## src/rtl/dtw_result_filter_if.sv

```systemverilog
// Sink-FIFO pop port plus AXI-Stream master port of the DTW result filter.
// master = filter side, slave = FIFO / downstream side.
interface dtw_result_filter_if #(
  parameter int AXIS_WIDTH = 32
);
  logic                  fifo_empty;
  logic [AXIS_WIDTH-1:0] fifo_data;
  logic                  fifo_rden;
  logic [AXIS_WIDTH-1:0] m_axis_tdata;
  logic                  m_axis_tvalid;
  logic                  m_axis_tready;
  logic                  m_axis_tlast;

  modport master (
    input  fifo_empty, fifo_data, m_axis_tready,
    output fifo_rden, m_axis_tdata, m_axis_tvalid, m_axis_tlast
  );

  modport slave (
    output fifo_empty, fifo_data, m_axis_tready,
    input  fifo_rden, m_axis_tdata, m_axis_tvalid, m_axis_tlast
  );
endinterface

```

## src/rtl/dtw_result_filter.sv

```systemverilog
// Pops 3-word DTW results from a FWFT FIFO, thresholds the cost, and re-emits
// each record as a 3-beat AXI-Stream packet; keeps saturating hit/miss counters.
module dtw_result_filter #(
  parameter int AXIS_WIDTH = 32,
  parameter int CNT_WIDTH  = 32,
  parameter bit DROP_MISS  = 1'b0
) (
  input  logic                 clk,
  input  logic                 rst_n,
  input  logic                 clear,
  input  logic [15:0]          threshold,
  dtw_result_filter_if.master  bus,
  output logic [CNT_WIDTH-1:0] hit_count,
  output logic [CNT_WIDTH-1:0] miss_count,
  output logic                 busy
);

  typedef enum logic [2:0] {
    S_QID, S_POS, S_MIN, S_EVAL, S_TX0, S_TX1, S_TX2
  } state_e;

  localparam logic [CNT_WIDTH-1:0] CNT_MAX = '1;

  state_e                state_q, state_d;
  logic [AXIS_WIDTH-1:0] qid_q, qid_d, pos_q, pos_d, tdata_q, tdata_d;
  logic [15:0]           minval_q, minval_d;
  logic                  hit_q, hit_d, tvalid_q, tvalid_d, tlast_q, tlast_d;
  logic [CNT_WIDTH-1:0]  hit_cnt_q, hit_cnt_d, miss_cnt_q, miss_cnt_d;
  logic                  rd_state, pop, beat, hit_now;

  // rst_n gates the pop so nothing leaves the FIFO while reset is held
  assign rd_state = (state_q == S_QID) || (state_q == S_POS) || (state_q == S_MIN);
  assign pop      = rst_n & rd_state & ~bus.fifo_empty;
  assign beat     = tvalid_q & bus.m_axis_tready;
  assign hit_now  = (minval_q <= threshold);

  assign bus.fifo_rden     = pop;
  assign bus.m_axis_tdata  = tdata_q;
  assign bus.m_axis_tvalid = tvalid_q;
  assign bus.m_axis_tlast  = tlast_q;
  assign hit_count         = hit_cnt_q;
  assign miss_count        = miss_cnt_q;
  assign busy              = (state_q != S_QID);

  always_comb begin
    state_d    = state_q;
    qid_d      = qid_q;
    pos_d      = pos_q;
    minval_d   = minval_q;
    hit_d      = hit_q;
    tdata_d    = tdata_q;
    tvalid_d   = tvalid_q;
    tlast_d    = tlast_q;
    hit_cnt_d  = hit_cnt_q;
    miss_cnt_d = miss_cnt_q;

    case (state_q)
      S_QID: if (pop) begin
        qid_d   = bus.fifo_data;
        state_d = S_POS;
      end
      S_POS: if (pop) begin
        pos_d   = bus.fifo_data;
        state_d = S_MIN;
      end
      S_MIN: if (pop) begin
        minval_d = bus.fifo_data[15:0];
        state_d  = S_EVAL;
      end
      S_EVAL: begin
        hit_d = hit_now;
        if (hit_now) begin
          if (hit_cnt_q != CNT_MAX) hit_cnt_d = hit_cnt_q + CNT_WIDTH'(1);
        end else begin
          if (miss_cnt_q != CNT_MAX) miss_cnt_d = miss_cnt_q + CNT_WIDTH'(1);
        end
        if (DROP_MISS && !hit_now) begin
          state_d = S_QID;
        end else begin
          tvalid_d = 1'b1;
          tlast_d  = 1'b0;
          tdata_d  = qid_q;
          state_d  = S_TX0;
        end
      end
      S_TX0: if (beat) begin
        tdata_d = pos_q;
        state_d = S_TX1;
      end
      S_TX1: if (beat) begin
        tdata_d = AXIS_WIDTH'({15'b0, hit_q, minval_q});
        tlast_d = 1'b1;
        state_d = S_TX2;
      end
      S_TX2: if (beat) begin
        tvalid_d = 1'b0;
        tlast_d  = 1'b0;
        state_d  = S_QID;
      end
      default: state_d = S_QID;
    endcase

    // clear overrides any increment made by S_EVAL in the same cycle
    if (clear) begin
      hit_cnt_d  = '0;
      miss_cnt_d = '0;
    end
  end

  always_ff @(posedge clk or negedge rst_n) begin
    if (!rst_n) begin
      state_q    <= S_QID;
      qid_q      <= '0;
      pos_q      <= '0;
      minval_q   <= '0;
      hit_q      <= 1'b0;
      tdata_q    <= '0;
      tvalid_q   <= 1'b0;
      tlast_q    <= 1'b0;
      hit_cnt_q  <= '0;
      miss_cnt_q <= '0;
    end else begin
      state_q    <= state_d;
      qid_q      <= qid_d;
      pos_q      <= pos_d;
      minval_q   <= minval_d;
      hit_q      <= hit_d;
      tdata_q    <= tdata_d;
      tvalid_q   <= tvalid_d;
      tlast_q    <= tlast_d;
      hit_cnt_q  <= hit_cnt_d;
      miss_cnt_q <= miss_cnt_d;
    end
  end

endmodule

```

## src/flat_wrapper.sv

```systemverilog
// flat-port wrapper written by rule: the top's interface ports become plain ports
module dtw_result_filter_flat 
#(
  parameter int AXIS_WIDTH = 32,
  parameter int CNT_WIDTH  = 32,
  parameter bit DROP_MISS  = 1'b0
)
  (clk, rst_n, clear, threshold, hit_count, miss_count, busy, bus_fifo_empty, bus_fifo_data, bus_m_axis_tready, bus_fifo_rden, bus_m_axis_tdata, bus_m_axis_tvalid, bus_m_axis_tlast);
  dtw_result_filter_if #(.AXIS_WIDTH(AXIS_WIDTH)) bus_i ();
  input  logic clk;
  input  logic rst_n;
  input  logic clear;
  input  logic [15:0] threshold;
  output logic [CNT_WIDTH-1:0] hit_count;
  output logic [CNT_WIDTH-1:0] miss_count;
  output logic busy;
  input wire logic [$bits(bus_i.fifo_empty)-1:0] bus_fifo_empty;
  input wire logic [$bits(bus_i.fifo_data)-1:0] bus_fifo_data;
  input wire logic [$bits(bus_i.m_axis_tready)-1:0] bus_m_axis_tready;
  output wire logic [$bits(bus_i.fifo_rden)-1:0] bus_fifo_rden;
  output wire logic [$bits(bus_i.m_axis_tdata)-1:0] bus_m_axis_tdata;
  output wire logic [$bits(bus_i.m_axis_tvalid)-1:0] bus_m_axis_tvalid;
  output wire logic [$bits(bus_i.m_axis_tlast)-1:0] bus_m_axis_tlast;
  assign bus_i.fifo_empty = bus_fifo_empty;
  assign bus_i.fifo_data = bus_fifo_data;
  assign bus_i.m_axis_tready = bus_m_axis_tready;
  assign bus_fifo_rden = bus_i.fifo_rden;
  assign bus_m_axis_tdata = bus_i.m_axis_tdata;
  assign bus_m_axis_tvalid = bus_i.m_axis_tvalid;
  assign bus_m_axis_tlast = bus_i.m_axis_tlast;
  dtw_result_filter #(.AXIS_WIDTH(AXIS_WIDTH), .CNT_WIDTH(CNT_WIDTH), .DROP_MISS(DROP_MISS)) u_core (.clk(clk), .rst_n(rst_n), .clear(clear), .threshold(threshold), .bus(bus_i), .hit_count(hit_count), .miss_count(miss_count), .busy(busy));
endmodule
```

## config.mk

```make
export PLATFORM = sky130hd
export DESIGN_NAME = dtw_result_filter_flat
export DESIGN_NICKNAME = d
export VERILOG_FILES = /design/src/rtl/dtw_result_filter_if.sv /design/src/rtl/dtw_result_filter.sv /design/src/flat_wrapper.sv
export SDC_FILE = /design/constraint.sdc
export NUM_CORES = 1
export LEC_CHECK = 0
export BUFFER_PORTS_ARGS = -buffer_cell sky130_fd_sc_hd__buf_2
export CAP_MARGIN = 20
export CELL_PAD_IN_SITES_DETAIL_PLACEMENT = 0
export CELL_PAD_IN_SITES_GLOBAL_PLACEMENT = 1
export CORE_MARGIN = 4
export CORE_UTILIZATION = 45
export CTS_BUF_LIST = sky130_fd_sc_hd__clkbuf_8
export DETAILED_ROUTE_END_ITERATION = 10
export PLACE_DENSITY = 0.79
export SLEW_MARGIN = 20
export SYNTH_ARGS = -nofsm -noshare
export SYNTH_HDL_FRONTEND = slang
export SYNTH_SLANG_ARGS = --single-unit
```

## constraint.sdc

```tcl
create_clock -name clk -period 7.1 [get_ports clk]
set_input_delay 0.355 -clock clk [delete_from_list [all_inputs] [get_ports clk]]
set_output_delay 0.355 -clock clk [all_outputs]
set_load 0.02 [all_outputs]
```

==> results.md, run 1 <==
Outcome:
- The flow ran to the end, and the final reports show no timing, DRC or antenna violations.

Layout:
- The final non-filler cell total is roughly 1,300.
- The growth of design area from synthesis to finish is 15.1%.
- The filler cells instantiated in the layout total 1,882.
- The number of antenna diodes in the final layout is 0.
- After the last flow step, the layout net total stands at 1,079.
- Across the whole layout, storage elements account for 4550 sq um.
- The footprint of the multi-input gates is approximately 4400 sq um.
- The layout cell share with drive strength beyond 1 is between 30 and 40%.

Worst setup path:
- The endpoint of the lowest-slack register-to-register path is u_core.miss_count[25].
- Of all nets on the critical path, the largest fanout is 28.
- Data on the critical path is required at its endpoint by around 7500 ps.
- The worst setup path is captured at a flop.
- The end of the critical path is u_core.miss_count[25].
- The critical path in this run is classified as reg -> reg.
- The worst register-to-register path begins at u_core.state_q[0].
- The critical path starts at u_core.state_q[0].
- The delay contributed by the slowest stage of the critical path is around 610 ps.
- The slowest stage of the critical path belongs to the cell sky130_fd_sc_hd__or3_1.
- The minimum setup slack among reg-to-reg paths is roughly 3900 ps.
- The kind of cell adding the most delay to the critical path is simple AND/OR/NAND/NOR gates.
- The number of buffers and inverters on the critical path is 1.
- STA classifies the critical path startpoint as a flop.
- The number of cells traversed by the worst register-to-register path is 6.
- STA puts the critical path data arrival time at 3610 ps.
- The logic depth of the worst path, buffers included is 6.
- The critical path goes through buf_4 -> nand2_1 -> a31o_2 -> or3_1 -> or4_1 -> a21oi_1.

Clock tree:
- Counting along the longest clock path gives a buffer depth of 2.
- The clock drives roughly 180 sinks.
- The number of setup buffers added after CTS is 0.
- The number of H-tree branching levels is 4.
- After clock tree synthesis, the clock-pin slew on the worst setup and hold paths is around 120 ps.
- The clock tree from TritonCTS is yes.
- In this run, CTS created clock tree buffers numbering 17.
- Clock latency on the worst-skew pair, taken at its later pin, is approximately 500 ps.
- The CTS root buffer is sky130_fd_sc_hd__clkbuf_8.

Synth:
- The most instantiated library cell after synthesis is sky130_fd_sc_hd__dfrtp_1.
- The number of nets in the synthesized netlist is about 960.
- After synthesis the netlist holds a flip-flop and latch count of about 180.
- The synthesized netlist occupies a cell area of 9230 sq um.
- The warning count from the yosys run is 0.
- The per-instance average area after synthesis is between 10 and 15 sq um.
- In the synthesized netlist, the number of instances is a little under 900.
- Yosys attributes the largest share of cell area to sky130_fd_sc_hd__dfrtp_1 49%, sky130_fd_sc_hd__mux2_2 11%, sky130_fd_sc_hd__a21oi_1 3.3%.
- The count of cell types in the netlist is between 50 and 60.
- The sequential cell area fraction in the yosys report is about half.
- sky130_fd_sc_hd__dfrtp_1 takes more of the synthesized area than any other cell.
- The commonest cells after synthesis are 182 x sky130_fd_sc_hd__dfrtp_1, 93 x sky130_fd_sc_hd__mux2_2, 81 x sky130_fd_sc_hd__nand2_1, 61 x sky130_fd_sc_hd__a21oi_1, 60 x sky130_fd_sc_hd__o21ai_0.
- For this run, asynchronously set or reset flops after synthesis account for 100%.
- In the synthesized netlist the dominant register cell turns out to be sky130_fd_sc_hd__dfrtp_1.
- The top-area cell type share of the netlist area is 49.3%.
- The number of enable flip-flop cells after synthesis is 0.

Routing:
- The routed wirelength normalized by instance count is around 17 um.
- The routed wire length is about 22,000 um.
- In the routed layout, each cell is associated on average with a via count of about 5.6.
- The number of DRC markers in iteration 0 is between 400 and 500.
- For this run, design rule violations remaining after detail routing come to 0.
- The length of the first detailed-routing pass in iterations is 5.
- The post-route antenna net violation count is 0.
- The overall via count from detail_route is 7,287.

STA:
- Setup violations remaining at the end of the flow were counted as 0.
- At the pin with the least slew margin, the transition time is between 1000 and 1500 ps.
- The number of hold violations in the final report is 0.
- For this run, the top clock speed supported by timing is 311 MHz.
- The worst slew margin relative to its limit is 30.5%.
- The count of final max-slew check failures is 0.
- Across the routed clock network, the largest skew measured is approximately 27 ps.
- The final-layout setup total negative slack is 0 ps.
- Subtracting the final worst setup slack from the clock period gives 3220 ps.
- The final cycle utilization of the critical path is 45.4%.
- Setup repair after global routing left no endpoint under its margin.

Die:
- The die is 151 um wide.
- The count of standard-cell rows is 52.
- The core region is between 20,000 and 25,000 sq um.
- 153 I/O pins were placed.
- The initial core utilization is a little under half.
- The overall die area is about 23,000 sq um.
- The die is 151 um tall.

Power:
- The total power per unit cell area is approximately 330 nW/um^2.
- The peak supply drop is between 0.15 and 0.2 mV.
- The reported leakage power is slightly below 5 nW.
- The total chip power is about 0.0035 W.

Place:
- After detailed placement, the design holds a cell count of 1,257.
- The post-DP HPWL is ~15,000 um.
- The count of input and output buffers is between 150 and 200.
- The congestion estimate from routability-driven global placement came to about 0.8.

Global route:
- Global routing consumed, over all layers together, 19.4% of the routing resources.
- The first global-routing pass estimated between 30,000 and 40,000 um of wire.
- The residual overflow from global routing is 0.
- The number of antenna violations at the first check in global routing is 0.
- The maximum number of pins on one net before global-route repair is 86.
- The via count of the first global-routing pass is about 6,800.

Run:
- Max-cap violations in this run came to 0.

Worst hold path:
- The path class of the tightest hold or removal check is in -> reg.
[metal layers]
metal  global-route usage [%]  up-vias  routed length, um
li1                         -     3518                  -
met1                     28.2     3610              10500
met2                     30.0      147              10300
met3                     4.16       12               1110
met4                     4.26        0                159
met5                        0        -                  0
[cell type report]
cell class / count / share of cell area, %
well taps: 270 / 3.18
clock buffers: 18 / 2.33
multi-input cells: 618 / 41.0
clock inverters: 14 / 1.66
flip-flops and latches: 182 / 42.9
repair buffers: 160 / 7.95
inverters: 29 / 1.02
[worst reg2reg max path, stage by stage (launching register included)]
cell and delay, ps:
sky130_fd_sc_hd__dfrtp_1 350, sky130_fd_sc_hd__buf_4 390, sky130_fd_sc_hd__nand2_1 540, sky130_fd_sc_hd__a31o_2 570, sky130_fd_sc_hd__or3_1 610, sky130_fd_sc_hd__or4_1 530
sky130_fd_sc_hd__a21oi_1 150
[power by group]
group / internal, W / leakage (nW) / switching (W) / total [W]
Combinational: 0.000496 / 2.26 / 0.000699 / 0.00119
Sequential: 0.00135 / 2.35 / 0.000181 / 0.00153
Clock: 0.000280 / 0.208 / 0.000447 / 0.000728
[through the flow]
stage	hold slack [ps]	setup slack [ps]	instance area, sq um	utilization [%]
final	105	3880	10600	52.5
after global placement	448	3910	10200	50.3
after CTS	75.6	3890	10600	52.4
after detailed placement	455	3870	10200	50.3
after floorplan	59.4	4590	9230	-
after global routing	84.3	3670	10600	52.5
[registers in the layout, summed over array words and instances, names as in the netlist]
| name | flops |
|---|---|
| u_core.pos_q | 32 |
| u_core.bus.m_axis_tvalid | 1 |
| u_core.bus.m_axis_tdata | 32 |
| u_core.bus.m_axis_tlast | 1 |
| u_core.minval_q | 16 |
| u_core.miss_count | 32 |
| u_core.hit_q | 1 |
| u_core.state_q | 3 |
| u_core.hit_count | 32 |
| u_core.qid_q | 32 |
[placed cells by master (no fill, tap or decap), drive strengths merged, types with 3 or more instances in the layout]
cell,netlist,routed
nand3,26,26
and3,27,27
o31ai,38,38
nor3,13,13
nor2,30,30
ha,18,18
buf,20,158
clkbuf,36,19
nor4,12,12
o21ai,61,61
dfrtp,182,182
o41ai,3,3
mux2i,17,17
nand4,26,26
clkinv,0,7
mux2,96,96
nor2b,17,17
and2,3,3
or4,38,38
a21oi,71,71
or3,8,8
nand2,81,81
inv,29,35
and4,5,5
[logic make-up after synthesis]
logic type | Yosys count | synth area share (%)
adders and majority gates | 18 | 2.44
muxes | 113 | 13.6
AOI/OAI and AO/OA | 191 | 12.6
and+or+nand+nor | 296 | 18.1
buffers and inverters | 85 | 3.94
DFF | 182 | 49.3
[how the worst min path moves through the flow]
stage / start / to / cells past startpoint
floorplan: rst_n / u_core.bus.m_axis_tdata[0] / 0
global placement: rst_n / u_core.miss_count[21] / 1
detailed placement: rst_n / u_core.miss_count[21] / 1
CTS: bus_fifo_data[29] / u_core.pos_q[29] / 2
global route: bus_fifo_data[21] / u_core.qid_q[21] / 2
finish: bus_fifo_data[29] / u_core.pos_q[29] / 2
[timing repair]
action	in CTS	in global routing
gates resized for setup	0	0
endpoints found under the setup margin	0	0
hold endpoints to repair	80	0
hold buffers	1	0
No activity file was read; power rests on OpenSTA's default activity.
==> run 2: changes to the inputs <==
ABC_AREA = 1   (was not set)
CORE_UTILIZATION = 43   (was 45)
PLACE_DENSITY = 0.81   (was 0.79)
clock period = 3 ns   (was 7.1 ns; I/O delays follow)
==> results.md, run 2 <==
Outcome:
- The flow ran to the end, and the final reports show no timing, DRC or antenna violations.

STA:
- The smallest setup slack after layout is 518 ps (-3360 ps).
- The total of endpoints with negative setup slack in the final report was 0 (unchanged).
- The final cycle utilization of the critical path was 82.7% (+37 points).
- The clock skew after layout is 19.4 ps (-7.24 ps).
- Setup repair after global routing left no endpoint under its margin.
- The highest achievable clock rate is 403 MHz (+30%).
- The count of final max-slew check failures is 0 (unchanged).
- The measured slew at the worst slew-check pin was 931 ps (-111 ps).
- The minimum period implied by the final worst setup slack was 2480 ps (-738 ps).
- The final-layout setup total negative slack is 0 ps (unchanged).
- The number of hold violations in the final report is 0 (unchanged).
- The worst slew margin relative to its limit is 37.9% (+7.4 points).

Layout:
- The total number of nets in the final design came to 1,540 (+43%).
- From synthesis to final layout, the design area changed by 17.5%.
- The number of inserted filler cells in the final layout came to 2,235 (+19%).
- The number of antenna repair diodes is 0 (unchanged).
- The layout cell share with drive strength beyond 1 is 15.1% (-17 points).
- The top cell types in the final layout, fill and taps aside, are 466 x sky130_fd_sc_hd__nand2_1, 182 x sky130_fd_sc_hd__dfrtp_1, 178 x sky130_fd_sc_hd__nor2_1, 151 x sky130_fd_sc_hd__buf_2, 97 x sky130_fd_sc_hd__inv_1.
- The leading cell type in the layout, fill and taps excluded is sky130_fd_sc_hd__nand2_1.

Synth:
- By area the synthesized netlist is led by sky130_fd_sc_hd__dfrtp_1 47%, sky130_fd_sc_hd__nand2_1 18%, sky130_fd_sc_hd__nor2_1 6.8%.
- The total of flip-flops plus latches after synthesis is 182 (unchanged).
- The share of synthesized registers carrying an async set or reset was 100% (unchanged).
- The number of standard cells after synthesis was 1,306 (+48%).
- Among all flip-flop cells after synthesis, the most frequent one is sky130_fd_sc_hd__dfrtp_1.
- The top-area cell type share of the netlist area is 46.6% (-2.7 points).
- The per-instance average area after synthesis is 7.48 sq um (-28%).
- The sequential cell area fraction in the yosys report came to 46.6% (-2.7 points).
- The most instantiated library cell after synthesis is sky130_fd_sc_hd__nand2_1.
- Counting instances in the post-synthesis netlist gives the leading cell types as 466 x sky130_fd_sc_hd__nand2_1, 182 x sky130_fd_sc_hd__dfrtp_1, 178 x sky130_fd_sc_hd__nor2_1, 97 x sky130_fd_sc_hd__inv_1, 81 x sky130_fd_sc_hd__o21ai_0.
- The total nets after synthesis was 1,377 (+44%).
- The combined area of all synthesized cells was 9760 sq um (+5.8%).
- The count of cell types in the netlist was 34 (-41%).
- The warning count from the yosys run came to 0 (unchanged).
- The number of enable flip-flop cells after synthesis is 0 (unchanged).
- The synthesized design spends more area on one cell type than any other, namely sky130_fd_sc_hd__dfrtp_1.

Worst setup path:
- The number of cells traversed by the worst register-to-register path is 8 (+2).
- The launch point of the critical path is u_core.minval_q[11].
- By startpoint and endpoint, the worst setup path is classified as reg -> reg.
- The critical path data required time is 3360 ps (-4130 ps).
- The startpoint identified for the worst register-to-register timing path is u_core.minval_q[11].
- The endpoint identified for the worst register-to-register timing path is u_core.hit_count[25].
- The critical path startpoint category is a flop.
- The element type at the critical path end is a flop.
- The minimum setup slack among reg-to-reg paths is 520 ps (-3360 ps).
- The largest fanout of any net on the critical path is 32 (+14%).
- The data arrival time of the worst path came to 2840 ps (-770 ps).
- The most critical setup path has its endpoint at u_core.hit_count[25].

Die:
- The initial core utilization is 44.2% (-1.4 points).
- The die extent in y is 159 um (+4.9%).
- The placeable core region is 22,100 sq um (+9.2%).
- The die width came to 159 um (+4.9%).
- The count of standard-cell rows is 54 (+3.8%).
- The overall die area is 25,200 sq um (+10%).
- The number of ports placed on the die boundary is 153 (unchanged).

Place:
- The pre-CTS setup slack came to 513 ps (-3350 ps).
- The post-DP HPWL is 17,700 um (+21%).
- The routability congestion estimate was 0.822 (+3.8%).
- The count of input and output buffers is 152 (unchanged).

Global route:
- The maximum number of pins on one net before global-route repair was 76 (-12%).
- The number of antenna violations at the first check in global routing is 0 (unchanged).
- The residual overflow from global routing came to 0 (unchanged).
- The via count of the first global-routing pass is 8,655 (+28%).
- The all-layer global routing usage is 22.2% (+2.7 points).
- The first-pass GRT wire length is 44,700 um (+25%).

Power:
- The peak supply drop is 0.507 mV (+210%).
- The total power per unit cell area came to 750 nW/um^2 (+130%).
- The reported leakage power is 5.69 nW (+18%).

Clock tree:
- The source-to-sink clock delay at the later pin of the worst-skew pair is 480 ps (about the same).
- The clock transition at the registers of the reported paths was 110 ps (about the same).
- The tree is rooted in a sky130_fd_sc_hd__clkbuf_8.
- The number of CTS-inserted buffers is 17 (unchanged).
- The largest buffer count on any clock path is 2 (unchanged).
- The post-CTS repair timing setup buffer count is 0 (unchanged).
- TritonCTS built the clock tree.
- The number of H-tree branching levels is 4 (unchanged).
- The number of clock sinks is 182 (unchanged).

Routing:
- The overall via count from detail_route is 8,878 (+22%).
- The post-route DRC violation count is 0 (unchanged).
- The number of vias per cell is 5.04 (-11%).
- The routed wire length is 26,900 um (+22%).
- The routed wirelength normalized by instance count is 15.3 um (-11%).
- The number of DRC markers in iteration 0 was 611 (+39%).
- The post-route antenna net violation count came to 0 (unchanged).
- The length of the first detailed-routing pass in iterations was 5 (unchanged).

Worst hold path:
- The min-delay analysis places its worst path in the category in -> reg.

Run:
- The max-capacitance violation count was 0 (unchanged).
## run 2: report_power, final
group	total [W]	switching [W]	internal [W]
logic	0.00309	0.00200	0.00108
registers	0.00381	0.000524	0.00329
clock network	0.00171	0.00105	0.000655
total	0.00860	0.00358	0.00503
## run 2: routing by layer
metal | global-route usage [%] | vias to the layer above | wire (um)
li1 | - | 4507 | -
met1 | 31.3 | 4125 | 12800
met2 | 35.2 | 211 | 12300
met3 | 3.83 | 35 | 1270
met4 | 6.42 | 0 | 561
met5 | 0 | - | 0
## run 2: cell families after synthesis
| group | count (synthesis) | synth area share, % |
|---|---|---|
| adder cells (fa/ha/maj) | 18 | 2.31 |
| buffers and inverters | 158 | 6.83 |
| flip-flops | 182 | 46.6 |
| XOR/XNOR | 33 | 2.96 |
| AND/OR/NAND/NOR | 776 | 33.1 |
| AO/OA/AOI/OAI | 139 | 8.18 |
## run 2: worst min path at each step
stage,start,slack (ps),cells after the start,endpoint
CTS,bus_m_axis_tready,30,3,u_core.bus.m_axis_tlast
global placement,rst_n,370,2,u_core.state_q[2]
detailed placement,rst_n,370,2,u_core.minval_q[1]
global route,bus_m_axis_tready,60,3,u_core.bus.m_axis_tlast
floorplan,rst_n,-150,0,u_core.bus.m_axis_tdata[0]
finish,bus_m_axis_tready,60,3,u_core.bus.m_axis_tlast
## run 2: worst max-delay path, cell delays in order (launching register included)
cell	delay, ps
sky130_fd_sc_hd__dfrtp_1	420
sky130_fd_sc_hd__ha_1	320
sky130_fd_sc_hd__nand4_1	110
sky130_fd_sc_hd__nor3_1	240
sky130_fd_sc_hd__nand3_1	250
sky130_fd_sc_hd__nand3_1	190
sky130_fd_sc_hd__nand3_2	540
sky130_fd_sc_hd__nand2_1	230
sky130_fd_sc_hd__nand2_1	70
## run 2: layout make-up
| cell class | count | area [sq um] | area share [%] |
|---|---|---|---|
| multi-input cells | 966 | 4550 | 39.6 |
| well taps | 280 | 350 | 3.05 |
| inverters | 101 | 380 | 3.31 |
| repair buffers | 201 | 1240 | 10.8 |
| flip-flops and latches | 182 | 4550 | 39.7 |
| clock inverters | 14 | 151 | 1.32 |
| clock buffers | 18 | 248 | 2.16 |
## run 2: through the flow
stage | total power, W | cell area, sq um | utilization [%] | cells | hold WS [ps]
floorplan | 0.00594 | 9760 | - | 1306 | -146
finish | 0.00860 | 11500 | 51.9 | 1762 | 55.6
global placement | 0.00687 | 10700 | 48.6 | 1697 | 366
global route | 0.00934 | 11500 | 51.9 | 1762 | 61.4
detailed placement | 0.00696 | 10700 | 48.6 | 1697 | 368
CTS | 0.00872 | 11500 | 51.9 | 1762 | 25.8
## run 2: what timing repair did
item,in CTS,in global routing
hold buffers,33,0
endpoints found under the hold margin,185,0
gates resized for setup,0,0
